$ cat src/rtl/adder_ds_ctrl_if.sv
// Request/response/datapath bundle for the adder_ds request-side sequencer.
// The slave side is the sequencer; the master side is the requester plus the datapath model.
interface adder_ds_ctrl_if #(
    parameter int N     = 32,
    parameter int CNT_W = 16
);
    logic             req_valid;
    logic             req_ready;
    logic [1:0]       req_op;
    logic [N-1:0]     req_a;
    logic [N-1:0]     req_b;
    logic [N-1:0]     dp_data_1;
    logic [N-1:0]     dp_data_2;
    logic             dp_sel_0;
    logic             dp_sel_1;
    logic [N-1:0]     dp_reg_0;
    logic             rsp_valid;
    logic             rsp_ready;
    logic [N-1:0]     rsp_data;
    logic             rsp_carry;
    logic [CNT_W-1:0] txn_count;

    modport slave (
        input  req_valid, req_op, req_a, req_b, dp_reg_0, rsp_ready,
        output req_ready, dp_data_1, dp_data_2, dp_sel_0, dp_sel_1,
               rsp_valid, rsp_data, rsp_carry, txn_count
    );

    modport master (
        output req_valid, req_op, req_a, req_b, dp_reg_0, rsp_ready,
        input  req_ready, dp_data_1, dp_data_2, dp_sel_0, dp_sel_1,
               rsp_valid, rsp_data, rsp_carry, txn_count
    );
endinterface

$ cat src/rtl/adder_ds_ctrl.sv
// Sequencer driving the adder_ds sum/pass register: accept, issue, capture, respond.
// Define ADDER_DS_ISOLATE_EN to hold datapath inputs at 0 outside the issue cycle.
module adder_ds_ctrl #(
    parameter int N     = 32,
    parameter int CNT_W = 16
) (
    input  logic            clk,
    input  logic            rst_n,
    adder_ds_ctrl_if.slave  bus
);
    typedef enum logic [1:0] {
        S_IDLE  = 2'd0,
        S_ISSUE = 2'd1,
        S_CAPT  = 2'd2,
        S_RESP  = 2'd3
    } state_t;

    state_t           r_state;
    state_t           w_state_next;
    logic [1:0]       r_op;
    logic [N-1:0]     r_a;
    logic [N-1:0]     r_b;
    logic [N-1:0]     r_rsp_data;
    logic             r_rsp_carry;
    logic [CNT_W-1:0] r_txn_count;

    logic             w_req_ready;
    logic             w_rsp_valid;
    logic             w_accept;
    logic             w_rsp_hs;
    logic             w_dp_en;

    always_comb begin
        w_state_next = r_state;
        w_req_ready  = 1'b0;
        w_rsp_valid  = 1'b0;
        w_accept     = 1'b0;
        w_rsp_hs     = 1'b0;
        case (r_state)
            S_IDLE: begin
                w_req_ready = 1'b1;
                if (bus.req_valid) begin
                    w_accept     = 1'b1;
                    w_state_next = S_ISSUE;
                end
            end
            S_ISSUE: w_state_next = S_CAPT;
            S_CAPT:  w_state_next = S_RESP;
            S_RESP: begin
                w_rsp_valid = 1'b1;
                if (bus.rsp_ready) begin
                    w_rsp_hs     = 1'b1;
                    w_state_next = S_IDLE;
                end
            end
            default: w_state_next = S_IDLE;
        endcase
    end

    always_ff @(posedge clk or negedge rst_n) begin
        if (!rst_n) begin
            r_state     <= S_IDLE;
            r_op        <= 2'b00;
            r_a         <= '0;
            r_b         <= '0;
            r_rsp_data  <= '0;
            r_rsp_carry <= 1'b0;
            r_txn_count <= '0;
        end else begin
            r_state <= w_state_next;
            if (w_accept) begin
                r_op <= bus.req_op;
                r_a  <= bus.req_a;
                r_b  <= bus.req_b;
            end
            // Datapath has wrapped the sum mod 2^N; a wrap shows up as result < A.
            if (r_state == S_CAPT) begin
                r_rsp_data  <= bus.dp_reg_0;
                r_rsp_carry <= (r_op == 2'b01) && (bus.dp_reg_0 < r_a);
            end
            if (w_rsp_hs) begin
                r_txn_count <= r_txn_count + 1'b1;
            end
        end
    end

`ifdef ADDER_DS_ISOLATE_EN
    assign w_dp_en = (r_state == S_ISSUE);
`else
    assign w_dp_en = 1'b1;
`endif

    assign bus.dp_data_1 = w_dp_en ? r_a : '0;
    assign bus.dp_data_2 = w_dp_en ? r_b : '0;
    assign bus.dp_sel_1  = w_dp_en & r_op[1];
    assign bus.dp_sel_0  = w_dp_en & ~r_op[1] & r_op[0];

    assign bus.req_ready = w_req_ready;
    assign bus.rsp_valid = w_rsp_valid;
    assign bus.rsp_data  = r_rsp_data;
    assign bus.rsp_carry = r_rsp_carry;
    assign bus.txn_count = r_txn_count;
endmodule
$ cat src/flat_wrapper.sv
// flat-port wrapper written by rule: the top's interface ports become plain ports
module adder_ds_ctrl_flat 
#(
    parameter int N     = 32,
    parameter int CNT_W = 16
)
  (clk, rst_n, bus_req_valid, bus_req_op, bus_req_a, bus_req_b, bus_dp_reg_0, bus_rsp_ready, bus_req_ready, bus_dp_data_1, bus_dp_data_2, bus_dp_sel_0, bus_dp_sel_1, bus_rsp_valid, bus_rsp_data, bus_rsp_carry, bus_txn_count);
  adder_ds_ctrl_if #(.N(N), .CNT_W(CNT_W)) bus_i ();
  input  logic clk;
  input  logic rst_n;
  input wire logic [$bits(bus_i.req_valid)-1:0] bus_req_valid;
  input wire logic [$bits(bus_i.req_op)-1:0] bus_req_op;
  input wire logic [$bits(bus_i.req_a)-1:0] bus_req_a;
  input wire logic [$bits(bus_i.req_b)-1:0] bus_req_b;
  input wire logic [$bits(bus_i.dp_reg_0)-1:0] bus_dp_reg_0;
  input wire logic [$bits(bus_i.rsp_ready)-1:0] bus_rsp_ready;
  output wire logic [$bits(bus_i.req_ready)-1:0] bus_req_ready;
  output wire logic [$bits(bus_i.dp_data_1)-1:0] bus_dp_data_1;
  output wire logic [$bits(bus_i.dp_data_2)-1:0] bus_dp_data_2;
  output wire logic [$bits(bus_i.dp_sel_0)-1:0] bus_dp_sel_0;
  output wire logic [$bits(bus_i.dp_sel_1)-1:0] bus_dp_sel_1;
  output wire logic [$bits(bus_i.rsp_valid)-1:0] bus_rsp_valid;
  output wire logic [$bits(bus_i.rsp_data)-1:0] bus_rsp_data;
  output wire logic [$bits(bus_i.rsp_carry)-1:0] bus_rsp_carry;
  output wire logic [$bits(bus_i.txn_count)-1:0] bus_txn_count;
  assign bus_i.req_valid = bus_req_valid;
  assign bus_i.req_op = bus_req_op;
  assign bus_i.req_a = bus_req_a;
  assign bus_i.req_b = bus_req_b;
  assign bus_i.dp_reg_0 = bus_dp_reg_0;
  assign bus_i.rsp_ready = bus_rsp_ready;
  assign bus_req_ready = bus_i.req_ready;
  assign bus_dp_data_1 = bus_i.dp_data_1;
  assign bus_dp_data_2 = bus_i.dp_data_2;
  assign bus_dp_sel_0 = bus_i.dp_sel_0;
  assign bus_dp_sel_1 = bus_i.dp_sel_1;
  assign bus_rsp_valid = bus_i.rsp_valid;
  assign bus_rsp_data = bus_i.rsp_data;
  assign bus_rsp_carry = bus_i.rsp_carry;
  assign bus_txn_count = bus_i.txn_count;
  adder_ds_ctrl #(.N(N), .CNT_W(CNT_W)) u_core (.clk(clk), .rst_n(rst_n), .bus(bus_i));
endmodule
$ cat config.mk
export PLATFORM = sky130hd
export DESIGN_NAME = adder_ds_ctrl_flat
export DESIGN_NICKNAME = d
export VERILOG_FILES = /design/src/rtl/adder_ds_ctrl_if.sv /design/src/rtl/adder_ds_ctrl.sv /design/src/flat_wrapper.sv
export SDC_FILE = /design/constraint.sdc
export NUM_CORES = 1
export LEC_CHECK = 0
export ABC_AREA = 1
export BUFFER_PORTS_ARGS = -buffer_cell sky130_fd_sc_hd__buf_2
export CORE_UTILIZATION = 48
export DETAILED_ROUTE_END_ITERATION = 8
export PLACE_DENSITY = 0.84
export RECOVER_POWER = 25
export SLEW_MARGIN = 40
export SYNTH_ARGS = -nofsm -noshare
export SYNTH_HDL_FRONTEND = slang
export SYNTH_SLANG_ARGS = --single-unit
$ cat constraint.sdc
create_clock -name clk -period 2 [get_ports clk]
set_input_delay 0.4 -clock clk [delete_from_list [all_inputs] [get_ports clk]]
set_output_delay 0.4 -clock clk [all_outputs]
set_load 0.1 [all_outputs]
# Word level (Yosys, flattened, before mapping)
# Index checks and enable logic that the tools add are counted.
dict set report totals {
  elab_cells 29
  register_bits 117
  output_inout_bits 117
}
dict set report classes {
  n_reduce_logical 3
  n_mux 9
  n_lt_le_gt_ge 1
  eq_ne 6
  addsub 1
  bitwise_logic 2
}
# cell n
set op_table {}
lappend op_table {{32-bit less-than comparator} 1}
lappend op_table {{16-bit by 1-bit adder with 16-bit output, second input constant} 1}
lappend op_table {{2-bit one-hot mux with 4 select lines} 1}
lappend op_table {{1-bit two-way mux} 6}
lappend op_table {{2-bit by 1-bit == test with 1-bit output, second input constant} 2}
lappend op_table {{2-bit == test, second input constant} 2}
lappend op_table {{2-bit two-way mux} 2}
lappend op_table {{2-bit != test, second input constant} 2}
lappend op_table {{2-bit zero test} 1}
lappend op_table {{2-bit AND reduction} 1}
lappend op_table {{1-bit AND} 1}
lappend op_table {{1-bit logical AND} 1}
lappend op_table {{1-bit NOT} 1}

# Logic depth before layout (Yosys ltp)
dict set report logic_depth {
  word_depth 3
  ltp_mapped 13
  depth_no_buf 13
}

# Least setup slack after synthesis
# No wires, ideal clock.
dict set report synth_timing {
  kind {reg2out}
  startpoint {register u_core.r_op[1]}
  endpoint {output port bus_dp_sel_0}
  t_arrival_ns 2.182
  path_stages_with_launch 2
  path_slack_ns -0.582
  path_buffers 0
  cell_sequence {dfrtp_1 > nor2_1}
}
dict set report synth_between {
  elab_chain_cells 2
}
# item line
set synth_lines {}
lappend synth_lines {{start, declared} adder_ds_ctrl.sv:20} ;# logic [1:0] r_op;
lappend synth_lines {{start signal, assigned} adder_ds_ctrl.sv:72} ;# r_op <= bus.req_op;
lappend synth_lines {{1-bit NOT} adder_ds_ctrl.sv:96} ;# assign bus.dp_sel_0 = w_dp_en & ~r_op[1] & r_op[0];
lappend synth_lines {{1-bit AND} adder_ds_ctrl.sv:96}
lappend synth_lines {{end, declared} flat_wrapper.sv:20} ;# output wire logic [$bits(bus_i.dp_sel_0)-1:0] bus_dp_sel_0;
# Every way passes these cells.

# Worst setup path in the final report
dict set report layout_timing {
  startpoint {register u_core.r_state[1]}
  endpoint {output port bus_rsp_valid}
}
dict set report layout_between {
  elab_chain_cells 2
}
# item line
set layout_lines {}
lappend layout_lines {{start, declared} adder_ds_ctrl.sv:18} ;# state_t r_state;
lappend layout_lines {{start signal, assigned} adder_ds_ctrl.sv:70} ;# r_state <= w_state_next;
lappend layout_lines {{2-bit == test} adder_ds_ctrl.sv:39} ;# case (r_state)
lappend layout_lines {{1-bit two-way mux} adder_ds_ctrl.sv:39}
lappend layout_lines {{end, declared} flat_wrapper.sv:22} ;# output wire logic [$bits(bus_i.rsp_valid)-1:0] bus_rsp_valid;
# Every way passes these cells.

==> run metrics <==
Reg2Reg Setup Slack=0.25 ns; reg2reg path depth=8; worst reg2reg path endpoint=u_core.bus.txn_count[13]$_DFFE_PN0P_; min Tclk post-route=1.93 ns; Die Footprint=11,400 µm²; Min Hold Slack=0.0946 ns; I/O Pins=219; NumNets Final=888; Root Buffer=clkbuf_8; routed via count=4,494; final wirelength=13,400 µm; top post-synthesis cells by area=dfrtp_1 (56%), nand2_1 (9.3%), ha_1 (8.3%), mux2_2 (7.5%), a21oi_1 (4.7%); WL/cell=14.8 µm; gr ovfl total=0; Slew @ Worst Pin=1.03 ns; average size of a mapped cell=10.1 µm²; Synth Warn #=0; vias in the first global route=4,564; fin. max-slew vios=0; post-synth top area share=0.556; layout cell share with drive strength beyond 1=0.424; crit path DAT=1.53 ns; M1 GR Usage=0.282; Die X=107 µm; max-cap violation count=0; Relative slew margins=0.314; Hold Crit Class=in2reg; worst-path maximum fanout=4; GRT met3 Usage=0.0657; routability cong.=0.857; CTS H-tree depth=4; Hold Startpoint=bus_dp_reg_0[3]; status=completed; CTS tree=yes; largest net degree at the start of global routing=118; syn nets=660; count of cell types in the netlist=27; die height=107 µm; Critical Path RT=1.60 ns; area leader, netlist=dfrtp_1; nature of the critical path endpoint=output port; vias per cell=4.99; Layout Skew=0.00656 ns; Sink Count=117; antenna-violating nets left=0; initial drt markers=209; Cells on Worst Hold Path=3; Initial Util=0.503; Port Buf Inserts=218; CTS max path bufs=2; P&R area growth vs syn=36.9%; cell count after synthesis=523; top cells by count, synth=nand2_1 (131), dfrtp_1 (117), a21oi_1 (49), inv_1 (49), nor2_1 (40); Fin Setup TNS=0 ns; EDFF count, synth=0; final hold violation count=0; register area share after synthesis=0.556; CP Launch Type=flop; count leader, synth=nand2_1; gr busiest metal=met2; critical path class=reg2out; RSZ-0062 raised after global routing=false; # DRC=0; #FFs+latches synth=117; Core Area=10,500 µm²; Async SR Flop Fraction=1.00; fin util=0.689; ys flop type=dfrtp_1; Total GRT Usage=0.247; Final Cycle Share=0.964; Clock Latency Late Sink=0.52 ns; first-pass GRT wire length=21,500 µm; fmax=0.519 GHz; total CTS buffers=17; M2 GR Usage=0.429; row count=37; DP Wirelength=9910 µm; setup violators final=0; hold path endpoint=u_core.bus.rsp_data[3]$_DFFE_PN0P_; Crit Reg-Reg Startpoint=u_core.r_state[1]$_DFFE_PN0P_; Reg clk slew, reported paths=0.06 ns; initial antenna violation count=1; First-pass DRT Iterations=4; Netlist Area Pre-Place=5260 µm²
## how the worst max path moves through the flow
stage,start,endpoint,slack [ns],cells past startpoint
4_1_cts,u_core.r_state[0]$_DFFE_PN0P_,bus_req_ready,0.04,3
3_3_place_gp,bus_dp_reg_0[31],u_core.bus.rsp_carry$_DFFE_PN0P_,0.33,9
6_report,u_core.r_state[1]$_DFFE_PN0P_,bus_rsp_valid,0.07,2
3_5_place_dp,u_core.r_state[1]$_DFFE_PN0P_,u_core.bus.txn_count[13]$_DFFE_PN0P_,0.32,8
2_1_floorplan,u_core.bus.dp_data_1[18]$_DFFE_PN0P_,u_core.bus.rsp_carry$_DFFE_PN0P_,0.001,9
5_1_grt,u_core.r_state[0]$_DFFE_PN0P_,bus_req_ready,0.002,3
## cell families after synthesis
logic type      count (synthesis)  share of synthesized area
buf+inv                        67                     0.0485
xor+xnor                       14                     0.0233
mux                            35                     0.0749
flops                         117                      0.556
simple gates                  194                      0.155
compound gates                 61                     0.0592
fa+ha+maj                      35                     0.0832
## metal layers
| layer | share of wire | routed length (µm) | vias up |
|---|---|---|---|
| li1 | - | - | 2141 |
| met1 | 0.39 | 5250 | 2149 |
| met2 | 0.51 | 6860 | 170 |
| met3 | 0.064 | 855 | 34 |
| met4 | 0.029 | 394 | 0 |
| met5 | 0 | 0 | - |
## layout by cell type, fill, tap and decap left out, types with 3 or more instances in the layout
cell,instances
nand4_1,5
mux2_2,35
nand2_1,131
a21oi_1,49
bufinv_16,3
dfrtp_1,96
ha_1,33
buf_2,216
xor2_1,8
inv_1,49
buf_4,4
nand3_1,5
nor2_1,39
xnor2_1,6
clkinv_2,6
o21ai_0,9
clkbuf_16,16
clkbuf_8,4
dfrtp_2,21
## area by class of cell
type,count,area [µm²]
antenna,1,2.50
clock buffer,22,463
clock inverter,10,128
fill,822,3260
inverter,50,188
multi-input combinational,339,2110
sequential,117,2950
tap,136,170
timing repair buffer,226,1190
## repair_timing
action | in CTS | in global routing
hold buffers | 1 | 0
setup endpoints to repair | 1 | 1
pin swaps | 0 | 0
resized for setup | 2 | 1
hold endpoints to repair | 52 | 0
cloned | 0 | 0
setup buffers | 0 | 0
## flip-flops by register name, summed over array words and instances (netlist names)
| register | flops |
|---|---|
| u_core.r_state | 2 |
| u_core.bus.dp_data_1 | 32 |
| u_core.bus.rsp_carry | 1 |
| u_core.bus.rsp_data | 32 |
| u_core.bus.txn_count | 16 |
| u_core.bus.dp_data_2 | 32 |
| u_core.r_op | 2 |
## stage by stage
step | instance area, µm² | instances | setup slack [ns]
final | 7210 | 901 | 0.0725
after CTS | 7210 | 900 | 0.0360
after floorplan | 5310 | 523 | 0.00148
after global routing | 7210 | 901 | 0.00249
after detailed placement | 6610 | 867 | 0.316
after global placement | 6610 | 867 | 0.335
## worst max-delay path, cell delays in order, from the launching register on
cell and delay (ns):
dfrtp_1 0.42, ha_4 0.17, buf_2 0.42
Power is not shown: default switching activity piles up to over one toggle a cycle in this logic, so the estimate is an artifact.
